File: src/rtl/lobster_fetch_queue_if.sv
// lobster_fetch_queue_if
//   Bundles the SRAM read port, the redirect request and the instruction
//   output stream of the lobster128 fetch queue.
//   Parameters: ADDR_WIDTH (byte address width), QUEUE_DEPTH (sizes occupancy).
//   Signals:
//     mem_ce / mem_addr          read request towards SRAM
//     mem_rdy / mem_data         SRAM response
//     redirect_valid/redirect_pc flush and restart fetch
//     out_valid / out_ready      instruction handshake towards execution
//     out_insn / out_kind / out_pc  queue head contents
//     occupancy                  current queue entry count
//   Modports: master = fetch queue side, slave = SRAM/consumer/redirect side.
interface lobster_fetch_queue_if #(
    parameter int unsigned ADDR_WIDTH  = 36,
    parameter int unsigned QUEUE_DEPTH = 8
);
    localparam int unsigned OCC_W = $clog2(QUEUE_DEPTH + 1);

    logic                  mem_ce;
    logic [ADDR_WIDTH-1:0] mem_addr;
    logic                  mem_rdy;
    logic [63:0]           mem_data;
    logic                  redirect_valid;
    logic [ADDR_WIDTH-1:0] redirect_pc;
    logic                  out_valid;
    logic                  out_ready;
    logic [63:0]           out_insn;
    logic                  out_kind;
    logic [ADDR_WIDTH-1:0] out_pc;
    logic [OCC_W-1:0]      occupancy;

    modport master (
        output mem_ce, mem_addr,
        input  mem_rdy, mem_data,
        input  redirect_valid, redirect_pc,
        output out_valid,
        input  out_ready,
        output out_insn, out_kind, out_pc, occupancy
    );

    modport slave (
        input  mem_ce, mem_addr,
        output mem_rdy, mem_data,
        output redirect_valid, redirect_pc,
        input  out_valid,
        output out_ready,
        input  out_insn, out_kind, out_pc, occupancy
    );
endinterface

File: src/rtl/lobster_fetch_queue.sv
// lobster_fetch_queue
//   Decoupled instruction prefetcher for the lobster128 core: issues 64-bit
//   SRAM reads, classifies each word (micro bundle or long instruction),
//   queues the resulting entries and delivers one per cycle downstream.
//   Optional feature macro: LOBSTER_FETCH_SPLIT_EN -- when defined, micro
//   bundles are split into four 16-bit entries and an unaligned redirect
//   drops the leading slots of the first returned bundle.
//   Ports:
//     clk   clock
//     rst   synchronous active-high reset
//     bus   lobster_fetch_queue_if.master (SRAM port, redirect, output stream)
module lobster_fetch_queue #(
    parameter int unsigned           ADDR_WIDTH  = 36,
    parameter int unsigned           QUEUE_DEPTH = 8,
    parameter logic [ADDR_WIDTH-1:0] RESET_PC    = 'hF800
) (
    input  logic                 clk,
    input  logic                 rst,
    lobster_fetch_queue_if.master bus
);
    localparam int unsigned PTR_W = $clog2(QUEUE_DEPTH);
    localparam int unsigned OCC_W = $clog2(QUEUE_DEPTH + 1);
`ifdef LOBSTER_FETCH_SPLIT_EN
    localparam int unsigned SLOTS = 4;
`else
    localparam int unsigned SLOTS = 1;
`endif

    // Queue storage
    logic [63:0]            r_insn [QUEUE_DEPTH];
    logic [ADDR_WIDTH-1:0]  r_pc   [QUEUE_DEPTH];
    logic [QUEUE_DEPTH-1:0] r_kind;
    logic [PTR_W-1:0]       r_rptr;
    logic [PTR_W-1:0]       r_wptr;
    logic [OCC_W-1:0]       r_count;

    // Fetch side
    logic                   r_mem_ce;
    logic [ADDR_WIDTH-1:0]  r_fetch_pc;
`ifdef LOBSTER_FETCH_SPLIT_EN
    logic [1:0]             r_skip;
    logic                   w_is_micro;
`endif

    logic                   w_out_valid;
    logic                   w_pop;
    logic                   w_capture;
    logic                   w_ce_nxt;
    logic [OCC_W-1:0]       w_push_n;
    logic [OCC_W-1:0]       w_push_cnt;
    logic [OCC_W-1:0]       w_count_nxt;
    logic [SLOTS-1:0]       w_ent_en;
    logic [SLOTS-1:0]       w_ent_kind;
    logic [63:0]            w_ent_insn [SLOTS];
    logic [ADDR_WIDTH-1:0]  w_ent_pc   [SLOTS];
    logic [PTR_W-1:0]       w_ent_idx  [SLOTS];

    assign w_out_valid = (r_count != '0);
    assign w_pop       = w_out_valid & bus.out_ready;
    // A response arriving together with a redirect belongs to the old stream.
    assign w_capture   = r_mem_ce & bus.mem_rdy & ~bus.redirect_valid;

    // Build the entries produced by the word on mem_data. Entry k is the
    // k-th surviving slot, written at wptr+k.
    always_comb begin
        w_ent_en = '0;
        w_ent_kind = '0;
        for (int unsigned k = 0; k < SLOTS; k++) begin
            w_ent_insn[k] = '0;
            w_ent_pc[k]   = r_fetch_pc;
            w_ent_idx[k]  = r_wptr + PTR_W'(k);
        end
`ifdef LOBSTER_FETCH_SPLIT_EN
        w_is_micro = (bus.mem_data[1:0] == 2'b00);
        if (w_is_micro) begin
            w_push_n = OCC_W'(3'd4 - {1'b0, r_skip});
            for (int unsigned k = 0; k < SLOTS; k++) begin
                // slot index = k + skip; only slots 0..3 exist
                if ((3'(k) + {1'b0, r_skip}) < 3'd4) begin
                    w_ent_en[k]   = 1'b1;
                    w_ent_kind[k] = 1'b0;
                    w_ent_insn[k] = {48'h0, bus.mem_data[{2'(k) + r_skip, 4'b0000} +: 16]};
                    w_ent_pc[k]   = {r_fetch_pc[ADDR_WIDTH-1:3], 2'(k) + r_skip, 1'b0};
                end
            end
        end else begin
            w_push_n      = OCC_W'(1);
            w_ent_en[0]   = 1'b1;
            w_ent_kind[0] = 1'b1;
            w_ent_insn[0] = bus.mem_data;
        end
`else
        w_push_n      = OCC_W'(1);
        w_ent_en[0]   = 1'b1;
        w_ent_kind[0] = (bus.mem_data[1:0] != 2'b00);
        w_ent_insn[0] = bus.mem_data;
`endif
    end

    always_comb begin
        w_push_cnt  = w_capture ? w_push_n : '0;
        w_count_nxt = r_count + w_push_cnt - OCC_W'(w_pop);
        // Request only when a whole word is guaranteed to fit on return.
        w_ce_nxt    = (w_count_nxt <= OCC_W'(QUEUE_DEPTH - SLOTS));
    end

    always_ff @(posedge clk) begin
        if (rst) begin
            r_rptr     <= '0;
            r_wptr     <= '0;
            r_count    <= '0;
            r_mem_ce   <= 1'b0;
            r_fetch_pc <= RESET_PC;
`ifdef LOBSTER_FETCH_SPLIT_EN
            r_skip     <= '0;
`endif
        end else if (bus.redirect_valid) begin
            r_rptr     <= '0;
            r_wptr     <= '0;
            r_count    <= '0;
            r_mem_ce   <= 1'b1;
            r_fetch_pc <= {bus.redirect_pc[ADDR_WIDTH-1:3], 3'b000};
`ifdef LOBSTER_FETCH_SPLIT_EN
            r_skip     <= bus.redirect_pc[2:1];
`endif
        end else begin
            if (w_capture) begin
                r_wptr     <= r_wptr + PTR_W'(w_push_n);
                r_fetch_pc <= r_fetch_pc + ADDR_WIDTH'(8);
`ifdef LOBSTER_FETCH_SPLIT_EN
                r_skip     <= '0;
`endif
            end
            if (w_pop) begin
                r_rptr <= r_rptr + PTR_W'(1);
            end
            r_count  <= w_count_nxt;
            r_mem_ce <= w_ce_nxt;
        end
    end

    // Storage needs no reset: entries are only observed while counted.
    always_ff @(posedge clk) begin
        if (!rst && w_capture) begin
            for (int unsigned k = 0; k < SLOTS; k++) begin
                if (w_ent_en[k]) begin
                    r_insn[w_ent_idx[k]] <= w_ent_insn[k];
                    r_pc[w_ent_idx[k]]   <= w_ent_pc[k];
                    r_kind[w_ent_idx[k]] <= w_ent_kind[k];
                end
            end
        end
    end

    assign bus.mem_ce    = r_mem_ce;
    assign bus.mem_addr  = r_fetch_pc;
    assign bus.out_valid = w_out_valid;
    assign bus.out_insn  = r_insn[r_rptr];
    assign bus.out_kind  = r_kind[r_rptr];
    assign bus.out_pc    = r_pc[r_rptr];
    assign bus.occupancy = r_count;
endmodule

File: src/flat_wrapper.sv
// flat-port wrapper written by rule: the top's interface ports become plain ports
module lobster_fetch_queue_flat 
#(
    parameter int unsigned           ADDR_WIDTH  = 36,
    parameter int unsigned           QUEUE_DEPTH = 8,
    parameter logic [ADDR_WIDTH-1:0] RESET_PC    = 'hF800
)
  (clk, rst, bus_mem_ce, bus_mem_addr, bus_mem_rdy, bus_mem_data, bus_redirect_valid, bus_redirect_pc, bus_out_valid, bus_out_ready, bus_out_insn, bus_out_kind, bus_out_pc, bus_occupancy);
  lobster_fetch_queue_if #(.ADDR_WIDTH(ADDR_WIDTH), .QUEUE_DEPTH(QUEUE_DEPTH)) bus_i ();
  input  logic clk;
  input  logic rst;
  output wire logic [$bits(bus_i.mem_ce)-1:0] bus_mem_ce;
  output wire logic [$bits(bus_i.mem_addr)-1:0] bus_mem_addr;
  input wire logic [$bits(bus_i.mem_rdy)-1:0] bus_mem_rdy;
  input wire logic [$bits(bus_i.mem_data)-1:0] bus_mem_data;
  input wire logic [$bits(bus_i.redirect_valid)-1:0] bus_redirect_valid;
  input wire logic [$bits(bus_i.redirect_pc)-1:0] bus_redirect_pc;
  output wire logic [$bits(bus_i.out_valid)-1:0] bus_out_valid;
  input wire logic [$bits(bus_i.out_ready)-1:0] bus_out_ready;
  output wire logic [$bits(bus_i.out_insn)-1:0] bus_out_insn;
  output wire logic [$bits(bus_i.out_kind)-1:0] bus_out_kind;
  output wire logic [$bits(bus_i.out_pc)-1:0] bus_out_pc;
  output wire logic [$bits(bus_i.occupancy)-1:0] bus_occupancy;
  assign bus_mem_ce = bus_i.mem_ce;
  assign bus_mem_addr = bus_i.mem_addr;
  assign bus_i.mem_rdy = bus_mem_rdy;
  assign bus_i.mem_data = bus_mem_data;
  assign bus_i.redirect_valid = bus_redirect_valid;
  assign bus_i.redirect_pc = bus_redirect_pc;
  assign bus_out_valid = bus_i.out_valid;
  assign bus_i.out_ready = bus_out_ready;
  assign bus_out_insn = bus_i.out_insn;
  assign bus_out_kind = bus_i.out_kind;
  assign bus_out_pc = bus_i.out_pc;
  assign bus_occupancy = bus_i.occupancy;
  lobster_fetch_queue #(.ADDR_WIDTH(ADDR_WIDTH), .QUEUE_DEPTH(QUEUE_DEPTH), .RESET_PC(RESET_PC)) u_core (.clk(clk), .rst(rst), .bus(bus_i));
endmodule
File: config.mk
export PLATFORM = sky130hd
export DESIGN_NAME = lobster_fetch_queue_flat
export DESIGN_NICKNAME = d
export VERILOG_FILES = /design/src/rtl/lobster_fetch_queue_if.sv /design/src/rtl/lobster_fetch_queue.sv /design/src/flat_wrapper.sv
export SDC_FILE = /design/constraint.sdc
export NUM_CORES = 1
export LEC_CHECK = 0
export ABC_CLOCK_PERIOD_IN_PS = 12500
export CORE_ASPECT_RATIO = 1.2
export CORE_MARGIN = 2
export CORE_UTILIZATION = 52
export DETAILED_ROUTE_END_ITERATION = 8
export PLACE_DENSITY = 0.75
export SLEW_MARGIN = 40
export SYNTH_ARGS = -nofsm -noshare
export SYNTH_HDL_FRONTEND = slang
export SYNTH_SLANG_ARGS = --single-unit
export TNS_END_PERCENT = 10
File: constraint.sdc
create_clock -name clk -period 12.5 [get_ports clk]
set_clock_uncertainty 0.05 [all_clocks]
set_input_delay 2.5 -clock clk [delete_from_list [all_inputs] [get_ports clk]]
set_output_delay 2.5 -clock clk [all_outputs]
set_load 0.005 [all_outputs]
==> summary.txt <==
Critical path
  • Crit path DAT: 3.77 ns
  • Buf/Inv on CP: 4
  • Critical path class: reg2out
  • Critical-path cell list: buf_12, buf_16, buf_16, mux4_2, mux2_2, clkdlybuf4s50_1
  • Cell class contributing the biggest share of worst-path delay: buffers and inverters
  • CP Capture Type: primary output
  • Most used cell, CP: buf_16
  • Critical path's largest stage delay: 0.71 ns
  • CP required: 9.95 ns
  • Critical Path Start Type: flip-flop
  • Crit-path slowest cell: dfxtp_4
  • Worst-path fanout max: 49

Clocking
  • Post CTS Setup Buffer Count: 0
  • H-tree depth: 3
  • Longest Clk Path Bufs: 3
  • Clk_lat worst skew: 0.61 ns
  • Clock Pin Slew Worst Setup and Hold Paths: around 0.06 ns
  • Post-CTS Hold Fix Bufs: 0
  • CTS resizes: 0
  • TritonCTS buffer count: 79
  • # clock sinks: 831
  • Root buffer cell: clkbuf_16
  • CTS tree: built

Final layout
  • Final Util: 62.4%
  • Multi-input logic area: 7330 um^2
  • Proportion of layout cells with a drive suffix above 1: between 20 and 25%
  • Final net count: 1880
  • Inserted Diodes: 0
  • # fillers: 4088
  • Area growth syn-to-layout: 18.4%
  • Fin cells: ~2.6k
  • Final Instance Area: 38100 um^2
  • Register area: around 24000 um^2

Routing
  • Vias post-DR: 15.7k
  • First-pass iteration count of the detailed router: 5
  • Vias/cell: roughly 6.0
  • Final ANT Viol Nets: 0
  • Drc violations: 0
  • First DRT Iteration DRCs: 1185
  • Wire per inst: 25.1 um
  • Post-Route WL: 65.9 mm

Power and ir drop
  • Tot Pwr: 6.00 mW
  • Leakage: 11.7 nW
  • Max VDD drop: 145 uV
  • Pwr/cell area: approximately 160 nW/um^2

Global routing
  • Largest net degree at the start of global routing: 71
  • Vias in the first global route: around 17k
  • First-pass GRT wire length: 101 mm
  • Antenna violations before repair: 1
  • Total GRT Usage: 21.0%
  • Total gr overflow: 0

Synthesis
  • Gate Count Post-Synth: 1494
  • Most common cell in the netlist: edfxtp_1
  • Syn_area_per_cell: 21.5 um^2
  • Ys Warns: 0
  • EDFF count, synth: 784
  • Synth area leader: edfxtp_1
  • Seq/Total Area, Yosys: 76.1%
  • Synth unique cells: 63
  • Ys flop type: edfxtp_1
  • Top cells by area, synth: edfxtp_1 (73%), mux4_2 (14%), mux2_2 (3.4%)
  • Synthesized area: 32200 um^2
  • Post-synth top cells: edfxtp_1 (784), mux4_2 (196), mux2_2 (98)
  • Share of the synthesized area in the top cell type: between 70% and 80%
  • Ys async rst share: 0%
  • Seq cells post-synth: 831

Worst hold path
  • Min-delay worst type: reg2reg

STA
  • Fin crit period: 6.32 ns
  • F_max: ~160 MHz
  • RSZ-0062 raised after global routing: no
  • Slew Limit Fails: 0
  • Setup violators final: 0
  • Relative slew slack: 47.2%
  • Fin. Hold Viols: 0
  • Slew @ Worst Pin: 0.789 ns
  • Final worst-path cycle share: 50.5%
  • Setup TNS: 0 ns

Run
  • Max-cap violations: 0

Place
  • IO buf count: 238
  • Final Wtd Congestion: 0.858
  • Post-detail-place hpwl: 36.3 mm
  • Placed cell area: 35700 um^2
  • Placed insts: ~2.5k

Die
  • Die Y: between 200 and 300 um
  • Starting Density: approximately 53%
  • Die Area: approximately 64000 um^2
  • Core area: 61100 um^2
  • Die width: 231 um
  • Std-Cell Rows: around 100
  • Io pins: 248

Run status
  • Status: complete, no violations
[worst register-to-register path: stages (launching register included)]
cell	delay [ns]
dfxtp_1	0.50
nand2_1	0.22
nor2_1	0.67
nand2_1	0.39
nor3_2	0.23
buf_4	0.61
buf_6	0.68
[registers in the layout, indices dropped and copies added, names as in the netlist, named ones only]
signal                flops
u_core.r_insn           512
u_core.r_pc             264
u_core.bus.mem_addr      33
u_core.r_kind             8
u_core.bus.occupancy      4
u_core.r_rptr             3
u_core.r_wptr             3
u_core.bus.mem_ce         1
[logic make-up after synthesis]
logic type / synth area share (%)
AND/OR/NAND/NOR: 3.10
XOR/XNOR: 0.435
other: 0.0117
flip-flops: 76.1
buffers and inverters: 1.39
AO/OA/AOI/OAI: 1.50
multiplexers: 17.2
adder cells (fa/ha/maj): 0.334
[cells in the final DEF (no fill, tap or decap), types with 6 or more instances in the layout]
cell type / count
xnor2_1: 7
a311oi_1: 6
o211ai_1: 8
conb_1: 6
clkdlybuf4s50_1: 238
clkbuf_1: 20
clkinv_1: 17
o21ai_0: 11
and3_1: 11
ha_1: 7
nand2_1: 31
xor2_1: 9
nand4_1: 17
buf_4: 13
a32oi_1: 6
clkbuf_16: 81
mux2_2: 98
nor2_1: 29
nor4_1: 8
nand2b_1: 7
a21oi_1: 9
nand3_1: 25
inv_1: 9
mux4_2: 196
bufinv_16: 6
and4_1: 6
dfxtp_1: 44
edfxtp_1: 784
buf_6: 10
nor3_1: 13
[path summary, 6_finish.rpt]
check                               to         startpoint  cells after the start  slack, ns
setup / recovery        bus_out_pc[24]          flip-flop                      6       6.18
hold / removal        u_core.r_rptr[1]   u_core.r_rptr[1]                      2       0.51
setup reg to reg  u_core.r_insn[4][52]  u_core.bus.mem_ce                      6       8.74
hold reg to reg       u_core.r_rptr[1]   u_core.r_rptr[1]                      2       0.51
[metal layers]
layer / wire, um / GRT usage [%]
met5: 10 / 0
met4: 1430 / 5.99
met2: 33700 / 35.9
met1: 26700 / 27.8
met3: 4020 / 3.76
[stage by stage]
step                      setup slack [ns]  hold slack (ns)
after floorplan                       1.74            0.447
after global placement                5.70            0.474
after detailed placement              5.89            0.495
after CTS                             6.03            0.504
after global routing                  5.87            0.542
final                                 6.18            0.506
[power by group]
group          internal, mW  switching, mW
Combinational         0.349          0.244
Clock                  1.31          0.951
Sequential             3.09         0.0576
Total                  4.74           1.25
[cell type report]
cell class / count / area share (%)
sequential: 831 / 64.3
timing repair buffer: 270 / 7.36
clock inverter: 33 / 0.821
inverter: 10 / 0.0985
clock buffer: 101 / 5.52
multi-input combinational: 575 / 19.3
tap: 808 / 2.65
No activity file was read; power rests on OpenSTA's default activity.
